**src/rtl/dpi_pi_filter_if.sv**
```systemverilog
// Loop-filter control/data bundle between the CDR front end and the PI filter.
// The master side drives the phase error and controls; the slave side returns the PI code.
interface dpi_pi_filter_if #(
    parameter int unsigned Nadc = 8,
    parameter int unsigned Npi  = 8,
    parameter int unsigned Nint = 16
);
    logic                   en;
    logic                   in_vld;
    logic signed [Nadc-1:0] in;
    logic                   sel_ext;
    logic [Npi-1:0]         pi_ctl_ext;
    logic [3:0]             kp_shift;
    logic [3:0]             ki_shift;
    logic [2:0]             dec_log2;
    logic                   int_clr;
    logic [Npi-1:0]         out;
    logic                   out_vld;
    logic signed [Nint-1:0] int_state;
    logic                   int_sat;

    modport master (
        output en, in_vld, in, sel_ext, pi_ctl_ext, kp_shift, ki_shift, dec_log2, int_clr,
        input  out, out_vld, int_state, int_sat
    );

    modport slave (
        input  en, in_vld, in, sel_ext, pi_ctl_ext, kp_shift, ki_shift, dec_log2, int_clr,
        output out, out_vld, int_state, int_sat
    );
endinterface

```
**src/rtl/dpi_pi_filter.sv**
```systemverilog
// Second-order (P + I) CDR loop filter: decimates the phase error, integrates frequency,
// accumulates a wrapping phase and emits the PI code with a bumpless external override.
module dpi_pi_filter #(
    parameter int unsigned Nlf  = 14,
    parameter int unsigned Nadc = 8,
    parameter int unsigned Npi  = 8,
    parameter int unsigned Nint = 16,
    parameter int unsigned Nif  = 8,
    parameter int unsigned Ndec = 4
) (
    input logic            clk,
    input logic            rst,
    dpi_pi_filter_if.slave bus
);
    localparam int unsigned Nlff = Nlf - Npi;
    localparam int unsigned Nacc = Nadc + Ndec;
    localparam int unsigned Nd   = $clog2(Ndec + 1);

    localparam logic signed [Nint-1:0] INT_MAX = {1'b0, {(Nint-1){1'b1}}};
    localparam logic signed [Nint-1:0] INT_MIN = {1'b1, {(Nint-1){1'b0}}};

    logic signed [Nacc-1:0] acc;
    logic [Ndec-1:0]        cnt;
    logic [Nd-1:0]          d_lat;
    logic signed [Nadc-1:0] err_reg;
    logic                   upd;
    logic                   upd_d;
    logic signed [Nint-1:0] int_reg;
    logic                   int_sat_q;
    logic [Nlf-1:0]         ph_reg;
    logic [Npi-1:0]         out_q;
    logic                   out_vld_q;

    logic                   accept;
    logic                   last;
    logic [Nd-1:0]          d_req;
    logic [Nd-1:0]          d_cur;
    logic signed [Nacc-1:0] acc_sum;
    logic signed [Nadc-1:0] err_next;
    logic signed [Nadc-1:0] err_ki;
    logic signed [Nadc-1:0] err_kp;
    logic signed [Nint:0]   int_sum;
    logic signed [Nint-1:0] int_next;
    logic                   int_sat_next;
    logic [Nlf-1:0]         ph_next;

    assign accept = bus.en && bus.in_vld && !bus.sel_ext;

    // Requested decimation clamped to Ndec; only sampled on the first sample of a window.
    always_comb begin
        d_req = Nd'(bus.dec_log2);
        if (32'(bus.dec_log2) > Ndec) begin
            d_req = Nd'(Ndec);
        end
    end

    assign d_cur    = (cnt == '0) ? d_req : d_lat;
    assign last     = (32'(cnt) == ((32'(1) << d_cur) - 32'(1)));
    assign acc_sum  = acc + $signed({{Ndec{bus.in[Nadc-1]}}, bus.in});
    assign err_next = Nadc'(acc_sum >>> d_cur);

    // Integral path with saturation detected from the extra sign bit.
    assign err_ki  = err_reg >>> bus.ki_shift;
    assign int_sum = $signed({int_reg[Nint-1], int_reg})
                   + $signed({{(Nint+1-Nadc){err_ki[Nadc-1]}}, err_ki});

    always_comb begin
        int_next = int_sum[Nint-1:0];
        if (int_sum[Nint] != int_sum[Nint-1]) begin
            int_next = int_sum[Nint] ? INT_MIN : INT_MAX;
        end
    end

    assign int_sat_next = (int_next == INT_MAX) || (int_next == INT_MIN);

    // Phase wraps modulo 2^Nlf; the integral term uses the pre-update int_reg.
    assign err_kp  = err_reg >>> bus.kp_shift;
    assign ph_next = ph_reg
                   + {{(Nlf-Nadc){err_kp[Nadc-1]}}, err_kp}
                   + Nlf'(int_reg >>> Nif);

    // Decimator: window accumulation and per-window error.
    always_ff @(posedge clk or posedge rst) begin
        if (rst) begin
            acc     <= '0;
            cnt     <= '0;
            d_lat   <= '0;
            err_reg <= '0;
            upd     <= 1'b0;
        end else if (bus.en) begin
            if (bus.sel_ext) begin
                acc     <= '0;
                cnt     <= '0;
                err_reg <= '0;
                upd     <= 1'b0;
            end else begin
                upd <= accept && last;
                if (accept) begin
                    if (cnt == '0) begin
                        d_lat <= d_req;
                    end
                    if (last) begin
                        err_reg <= err_next;
                        acc     <= '0;
                        cnt     <= '0;
                    end else begin
                        acc <= acc_sum;
                        cnt <= cnt + Ndec'(1);
                    end
                end
            end
        end
    end

    // Integral state; a clear wins over a same-cycle update and the override holds it.
    always_ff @(posedge clk or posedge rst) begin
        if (rst) begin
            int_reg   <= '0;
            int_sat_q <= 1'b0;
        end else if (bus.en) begin
            if (bus.int_clr) begin
                int_reg   <= '0;
                int_sat_q <= 1'b0;
            end else if (upd && !bus.sel_ext) begin
                int_reg   <= int_next;
                int_sat_q <= int_sat_next;
            end
        end
    end

    // Phase accumulator and registered code; the override reloads phase for bumpless release.
    always_ff @(posedge clk or posedge rst) begin
        if (rst) begin
            ph_reg    <= '0;
            upd_d     <= 1'b0;
            out_q     <= '0;
            out_vld_q <= 1'b0;
        end else if (!bus.en) begin
            out_vld_q <= 1'b0;
        end else if (bus.sel_ext) begin
            ph_reg    <= {bus.pi_ctl_ext, {Nlff{1'b0}}};
            upd_d     <= 1'b0;
            out_q     <= bus.pi_ctl_ext;
            out_vld_q <= 1'b0;
        end else begin
            if (upd) begin
                ph_reg <= ph_next;
            end
            upd_d     <= upd;
            out_q     <= ph_reg[Nlf-1:Nlff];
            out_vld_q <= upd_d;
        end
    end

    assign bus.out       = out_q;
    assign bus.out_vld   = out_vld_q;
    assign bus.int_state = int_reg;
    assign bus.int_sat   = int_sat_q;
endmodule

```
**src/flat_wrapper.sv**
```systemverilog
// flat-port wrapper written by rule: the top's interface ports become plain ports
module dpi_pi_filter_flat 
#(
    parameter int unsigned Nlf  = 14,
    parameter int unsigned Nadc = 8,
    parameter int unsigned Npi  = 8,
    parameter int unsigned Nint = 16,
    parameter int unsigned Nif  = 8,
    parameter int unsigned Ndec = 4
)
  (clk, rst, bus_en, bus_in_vld, bus_in, bus_sel_ext, bus_pi_ctl_ext, bus_kp_shift, bus_ki_shift, bus_dec_log2, bus_int_clr, bus_out, bus_out_vld, bus_int_state, bus_int_sat);
  dpi_pi_filter_if #(.Nadc(Nadc), .Npi(Npi), .Nint(Nint)) bus_i ();
  input logic clk;
  input logic rst;
  input wire logic [$bits(bus_i.en)-1:0] bus_en;
  input wire logic [$bits(bus_i.in_vld)-1:0] bus_in_vld;
  input wire logic [$bits(bus_i.in)-1:0] bus_in;
  input wire logic [$bits(bus_i.sel_ext)-1:0] bus_sel_ext;
  input wire logic [$bits(bus_i.pi_ctl_ext)-1:0] bus_pi_ctl_ext;
  input wire logic [$bits(bus_i.kp_shift)-1:0] bus_kp_shift;
  input wire logic [$bits(bus_i.ki_shift)-1:0] bus_ki_shift;
  input wire logic [$bits(bus_i.dec_log2)-1:0] bus_dec_log2;
  input wire logic [$bits(bus_i.int_clr)-1:0] bus_int_clr;
  output wire logic [$bits(bus_i.out)-1:0] bus_out;
  output wire logic [$bits(bus_i.out_vld)-1:0] bus_out_vld;
  output wire logic [$bits(bus_i.int_state)-1:0] bus_int_state;
  output wire logic [$bits(bus_i.int_sat)-1:0] bus_int_sat;
  assign bus_i.en = bus_en;
  assign bus_i.in_vld = bus_in_vld;
  assign bus_i.in = bus_in;
  assign bus_i.sel_ext = bus_sel_ext;
  assign bus_i.pi_ctl_ext = bus_pi_ctl_ext;
  assign bus_i.kp_shift = bus_kp_shift;
  assign bus_i.ki_shift = bus_ki_shift;
  assign bus_i.dec_log2 = bus_dec_log2;
  assign bus_i.int_clr = bus_int_clr;
  assign bus_out = bus_i.out;
  assign bus_out_vld = bus_i.out_vld;
  assign bus_int_state = bus_i.int_state;
  assign bus_int_sat = bus_i.int_sat;
  dpi_pi_filter #(.Nlf(Nlf), .Nadc(Nadc), .Npi(Npi), .Nint(Nint), .Nif(Nif), .Ndec(Ndec)) u_core (.clk(clk), .rst(rst), .bus(bus_i));
endmodule
```
**config.mk**
```make
export PLATFORM = sky130hd
export DESIGN_NAME = dpi_pi_filter_flat
export DESIGN_NICKNAME = d
export VERILOG_FILES = /design/src/rtl/dpi_pi_filter_if.sv /design/src/rtl/dpi_pi_filter.sv /design/src/flat_wrapper.sv
export SDC_FILE = /design/constraint.sdc
export NUM_CORES = 1
export LEC_CHECK = 0
export ABC_CLOCK_PERIOD_IN_PS = 11520
export CELL_PAD_IN_SITES_DETAIL_PLACEMENT = 1
export CELL_PAD_IN_SITES_GLOBAL_PLACEMENT = 1
export CORE_AREA = 2 2 101 141
export DETAILED_ROUTE_END_ITERATION = 10
export DIE_AREA = 0 0 103 143
export GPL_TIMING_DRIVEN = 0
export MAX_ROUTING_LAYER = met4
export PLACE_DENSITY = 0.91
export SLEW_MARGIN = 15
export SYNTH_ARGS = -nofsm -noshare
export SYNTH_HDL_FRONTEND = slang
export SYNTH_SLANG_ARGS = --single-unit
```
**constraint.sdc**
```tcl
create_clock -name clk -period 11.52 [get_ports clk]
set_input_delay 1.152 -clock clk [delete_from_list [all_inputs] [get_ports clk]]
set_output_delay 1.152 -clock clk [all_outputs]
set_load 0.03 [all_outputs]
```
# [Word level (Yosys, flattened, before mapping)]
# Cells that the tools add are included.
[classes] n_addsub=6 multipliers=0 div=0 magnitude_cmp=1 eq_ne=4 n_shift=4 n_mux=24 bitwise=1 n_reduce_logical=16
[ops] cell="2-to-1 mux 16 bit" n=4
[ops] cell="2-to-1 mux 12 bit" n=3
[ops] cell="== test 16 bit (second input constant)" n=2
[ops] cell="== test 4 x 32 -> 1 bit" n=1
[ops] cell="2-to-1 mux 8 bit" n=4
[ops] cell="left shift 1 x 3 -> 32 bit (first input constant)" n=1
[ops] cell="subtractor 32 x 1 -> 32 bit (second input constant)" n=1
[ops] cell="adder 14 bit" n=2
[ops] cell="2-to-1 mux 14 bit" n=2
[ops] cell="adder 16 x 8 -> 17 bit" n=1
[ops] cell=">>> shifter 8 x 4 -> 8 bit" n=2
[ops] cell="adder 12 x 8 -> 12 bit" n=1
[ops] cell="2-to-1 mux 4 bit" n=3
[ops] cell=">>> shifter 12 x 3 -> 8 bit" n=1
[ops] cell="nonzero test 2 bit" n=4
[ops] cell="2-to-1 mux 1 bit" n=6
[ops] cell="2-to-1 mux 3 bit" n=2
[ops] cell="AND reduction 2 bit" n=3
[ops] cell="AND reduction 3 bit" n=2
[ops] cell="adder 4 x 1 -> 4 bit (second input constant)" n=1
[ops] cell="logical AND 1 bit" n=4
[ops] cell="zero test 4 bit" n=1
[ops] cell="greater-than comparator 3 bit (second input constant)" n=1
[ops] cell="zero test 1 bit" n=1
[ops] cell="other kinds (3)" n=3
[word_totals] register_bits=69 latch_bits=0 ramBits=0 rom_bits=0 inputBits=33 out_inout_bits=26 word_cells=67 memories=0

# [Longest topological paths before layout]
[logic_depth] depth_word=9 mapped_depth=18 ltp_nobuf=17

# [Least setup slack after synthesis]
# OpenSTA, ideal clock, no wires.
[synth_timing] path_kind="input-to-reg" start="in bus_kp_shift[0]" end="reg u_core.ph_reg[11]" setup_time_ns=0.083 arrival_ns=4.764 required_time_ns=11.437 setup_slack_ns=6.673 path_stages=17 path_buffers=1 cell_sequence="clkbuf_1 mux2_2 a211oi_1 a31oi_1 o22a_1 fa_1 ha_1 fa_1 a21o_1 a21oi_1 o21bai_1 a21oi_1 o21bai_1 a211oi_1 xnor2_1 mux2i_1 o21ai_0"
[synth_via] elab_chain_cells=5
[synth_rtl] item="from (decl)" line="flat_wrapper.sv:20" rtl="input wire logic [$bits(bus_i.kp_shift)-1:0] bus_kp_shift;"
[synth_rtl] item=">>> shifter 8 x 4 -> 8 bit" line="dpi_pi_filter.sv:77" rtl="assign err_kp = err_reg >>> bus.kp_shift;"
[synth_rtl] item="adder 14 bit" line="dpi_pi_filter.sv:79" rtl="+ {{(Nlf-Nadc){err_kp[Nadc-1]}}, err_kp}"
[synth_rtl] item="adder 14 bit" line="dpi_pi_filter.sv:80" rtl="+ Nlf'(int_reg >>> Nif);"
[synth_rtl] item="2-to-1 mux 14 bit" line="dpi_pi_filter.sv:146" rtl="if (upd) begin"
[synth_rtl] item="2-to-1 mux 14 bit" line="dpi_pi_filter.sv:140" rtl="end else if (bus.sel_ext) begin"
[synth_rtl] item="to (signal assigned)" line="dpi_pi_filter.sv:141" rtl="ph_reg <= {bus.pi_ctl_ext, {Nlff{1'b0}}};"
[synth_rtl] item="to (signal assigned)" line="dpi_pi_filter.sv:147" rtl="ph_reg <= ph_next;"
[synth_rtl] item="to (decl)" line="dpi_pi_filter.sv:30" rtl="logic [Nlf-1:0] ph_reg;"
# No other way between the ends. The select of a mux whose other input is x is not followed.
# A chain may end at the register's enable or synchronous reset.

# [Worst setup path after layout]
[layout_timing] start="in bus_kp_shift[1]" end="reg u_core.ph_reg[11]"
# Same word-level chain as after synthesis.

==> impl_metrics.ini <==
[clock_network]
cts_setup_buffers = 0
ctsResizeCount = 0
numCtsBuffers = 9
cts_sinks = 69
cts_root_buf = clkbuf_16
max-clock-path-buffers = 2
tritoncts = yes
cts.hold.buffers_added = 0
clk_pin_slew_ns = 0.06
clk_latency_ns = 0.35
htree_num_levels = 3

[logic_synthesis]
synth_edf_count = 0
async_reset_ff_share_pct = 100.0
synth-seq-cells = 69
ys_seq_area_share_pct = 27.24
syn-instance-count = 741
syn_nets = 833
ys_types = 73
syn_area_um2 = 6340
synth.avg_cell_area_um2 = 8.556
yosys_most_used_dff = dfrtp_1
yosysWarnings = 0

[routing]
routed.top_layer = met4
met3WireLength_um = 490
antenna_left = 0
drt_iter0_drc = 290
vias = 6067
post-route-drc-count = 0
met2WireLength_mm = 10.87
met1_length_mm = 7.925
viasPerCell = 6.116
dr.pass1.iters = 5
wl_per_cell_um = 20.27
drt-total-wl_mm = 20.10

[cells_and_area]
layout_common_cells = nand2_1, dfrtp_1, a21oi_1
nFillCells = 1625
syn_to_final_growth_pct = 17.54
largest_reg_flops = 16
fin_area_um2 = 7452
diodes = 0
final_util_pct = 55.66
drive_gt1_share_pct = 7.654
final_common_cell = nand2_1
nets = 897

[floorplan]
fp-row-count = 50
die_y_um = 143
start_util_pct = 47.36
core-area_um2 = 13390
io_pins = 59
die_w_um = 103
dieArea_um2 = 14730

[setup_path]
crit_fanout = 10
critPathKind = primary input to register
startpoint = bus_kp_shift[1]
path_buf_inv = 2
cpPeakStageDelay_ns = 0.59
reg2reg_from = u_core.err_reg[7]
critPathLaunchType = primary input
crit_path_cell_trace = clkdlybuf4s50_1 -> clkbuf_1 -> mux4_2 -> o21ai_0 -> a21oi_1 -> fa_1 -> fa_1 -> a21o_1 -> a21oi_1 -> o21bai_1 -> a21oi_1 -> o21bai_1 -> a211oi_1 -> xnor2_1 -> mux2i_1 -> o21ai_0
reg2reg_depth = 14
required_ns = 11.77
cp-end-kind = register
crit_top_cell = a21oi_1
ff2ff_setup_slack_ns = 6.69
crit_end = u_core.ph_reg[11]
cp.depth = 16
rr_endpoint = u_core.ph_reg[11]
worst-endpoint-arrival_ns = 5.73
cp_slowest_cell = clkdlybuf4s50_1
critPathTopFamily = compound AO/OA/AOI/OAI gates

[timing]
timing.fmax_ghz = 0.1827
fin_crit_sh_pct = 47.52
slew_headroom_pct = 25.88
slew_viol_final = 0
worst_pin_slew_ns = 1.112
rsz0062_at_grt = no
fin_crit_ns = 5.475
hold_violations = 0
tns_ns = 0
finClkSkew_ns = 0.006732
setup_viol = 0

[global_route]
grt.total_usage_pct = 30.08
grt_start_max_net_pins = 44
first_global_vias = 6794
grt_pass1_wl_mm = 33.80
antenna_found_initial = 0
overflow = 0

[power]
combPwrFrac_pct = 51.0
p_sw_share_pct = 43.35
pwr-share-clk_pct = 23.6
power_mw = 1.353
p_int_uw = 766.6
p_per_area_nw_per_um2 = 181.6
p_switching_uw = 586.5
seqPwrFrac_pct = 25.4
vdd_drop_max_v = 0.0001242
p_leak_nw = 3.368

[placement]
place.gp.congestion = 0.9597
dpl.hpwl_mm = 15.07
postPlaceCellArea_um2 = 7118
port-buffer-count = 52

[outcome]
outcome = finished, final reports clean

[flow_run]
max_cap_violations = 0

[worst_hold_path]
hp-class = register to register
-- cell type report --
class | count | area [µm²] | area share (%)
sequential | 69 | 1727 | 23.17
timing repair buffer | 53 | 548.0 | 7.354
clock buffer | 11 | 252.7 | 3.392
buffer | 36 | 155.1 | 2.082
clock inverter | 5 | 81.33 | 1.091
tap | 182 | 227.7 | 3.056
multi-input combinational | 604 | 4338 | 58.21
inverter | 32 | 122.6 | 1.645
-- worst min-delay path by stage --
stage,cells past startpoint,startpoint,endpoint
6_report,1,u_core.acc[11],u_core.acc[11]
5_1_grt,1,u_core.acc[11],u_core.acc[11]
4_1_cts,1,u_core.acc[11],u_core.acc[11]
3_5_place_dp,1,u_core.acc[11],u_core.acc[11]
3_3_place_gp,1,u_core.acc[11],u_core.acc[11]
2_1_floorplan,2,u_core.acc[10],u_core.acc[10]
-- cell families after synthesis --
logic type	after synthesis	synth area share, %
buffers and inverters	68	4.342
AO/OA/AOI/OAI	229	24.00
adder cells (fa/ha/maj)	59	13.54
AND/OR/NAND/NOR	239	18.04
multiplexers	43	8.151
flip-flops	69	27.24
XOR/XNOR	34	4.697
-- Yosys cell counts, drive strengths merged, types with 6 or more instances --
cell | instances | share of area (%)
clkbuf | 24 | 1.4
xor2 | 7 | 0.97
or2 | 8 | 0.79
fa | 16 | 5.1
o211ai | 8 | 0.95
dfrtp | 69 | 27
o21bai | 7 | 0.83
buf | 12 | 1.0
mux4 | 6 | 2.1
a22o | 14 | 1.9
o31ai | 8 | 1.2
ha | 43 | 8.5
nor3 | 26 | 2.1
o21ai | 60 | 4.7
a211oi | 9 | 1.1
nor2 | 53 | 3.2
xnor2 | 27 | 3.7
nor2b | 11 | 1.1
mux2 | 9 | 1.6
and3 | 7 | 0.69
mux2i | 28 | 4.4
o2111ai | 6 | 0.83
nand3 | 18 | 1.5
a21o | 12 | 1.4
and2 | 8 | 0.79
nand2 | 84 | 5.0
inv | 31 | 1.8
a31oi | 6 | 0.83
a21oi | 59 | 4.7
-- metrics by stage --
stage | instances | hold slack [ns] | setup slack, ns
5_1_grt | 992 | 0.5120 | 5.874
3_3_place_gp | 975 | 0.4786 | 6.221
3_5_place_dp | 976 | 0.4855 | 5.916
6_report | 992 | 0.4935 | 6.045
2_1_floorplan | 741 | 0.4538 | 6.673
4_1_cts | 992 | 0.4931 | 6.114
-- power by group through the flow --
stage | logic, mW | registers, mW | clock network (mW)
detailed placement | 0.668 | 0.344 | 0
CTS | 0.687 | 0.343 | 0.321
global route | 0.762 | 0.349 | 0.329
global placement | 0.624 | 0.339 | 0
floorplan | 0.496 | 0.339 | 0
finish | 0.690 | 0.344 | 0.319
-- metal layers --
layer	global-route usage, %	vias up
met2	53.45	129
met1	32.93	3054
met5	-	-
met4	15.37	0
met3	2.496	56
li1	-	2828
(Power assumes the default switching activity.)
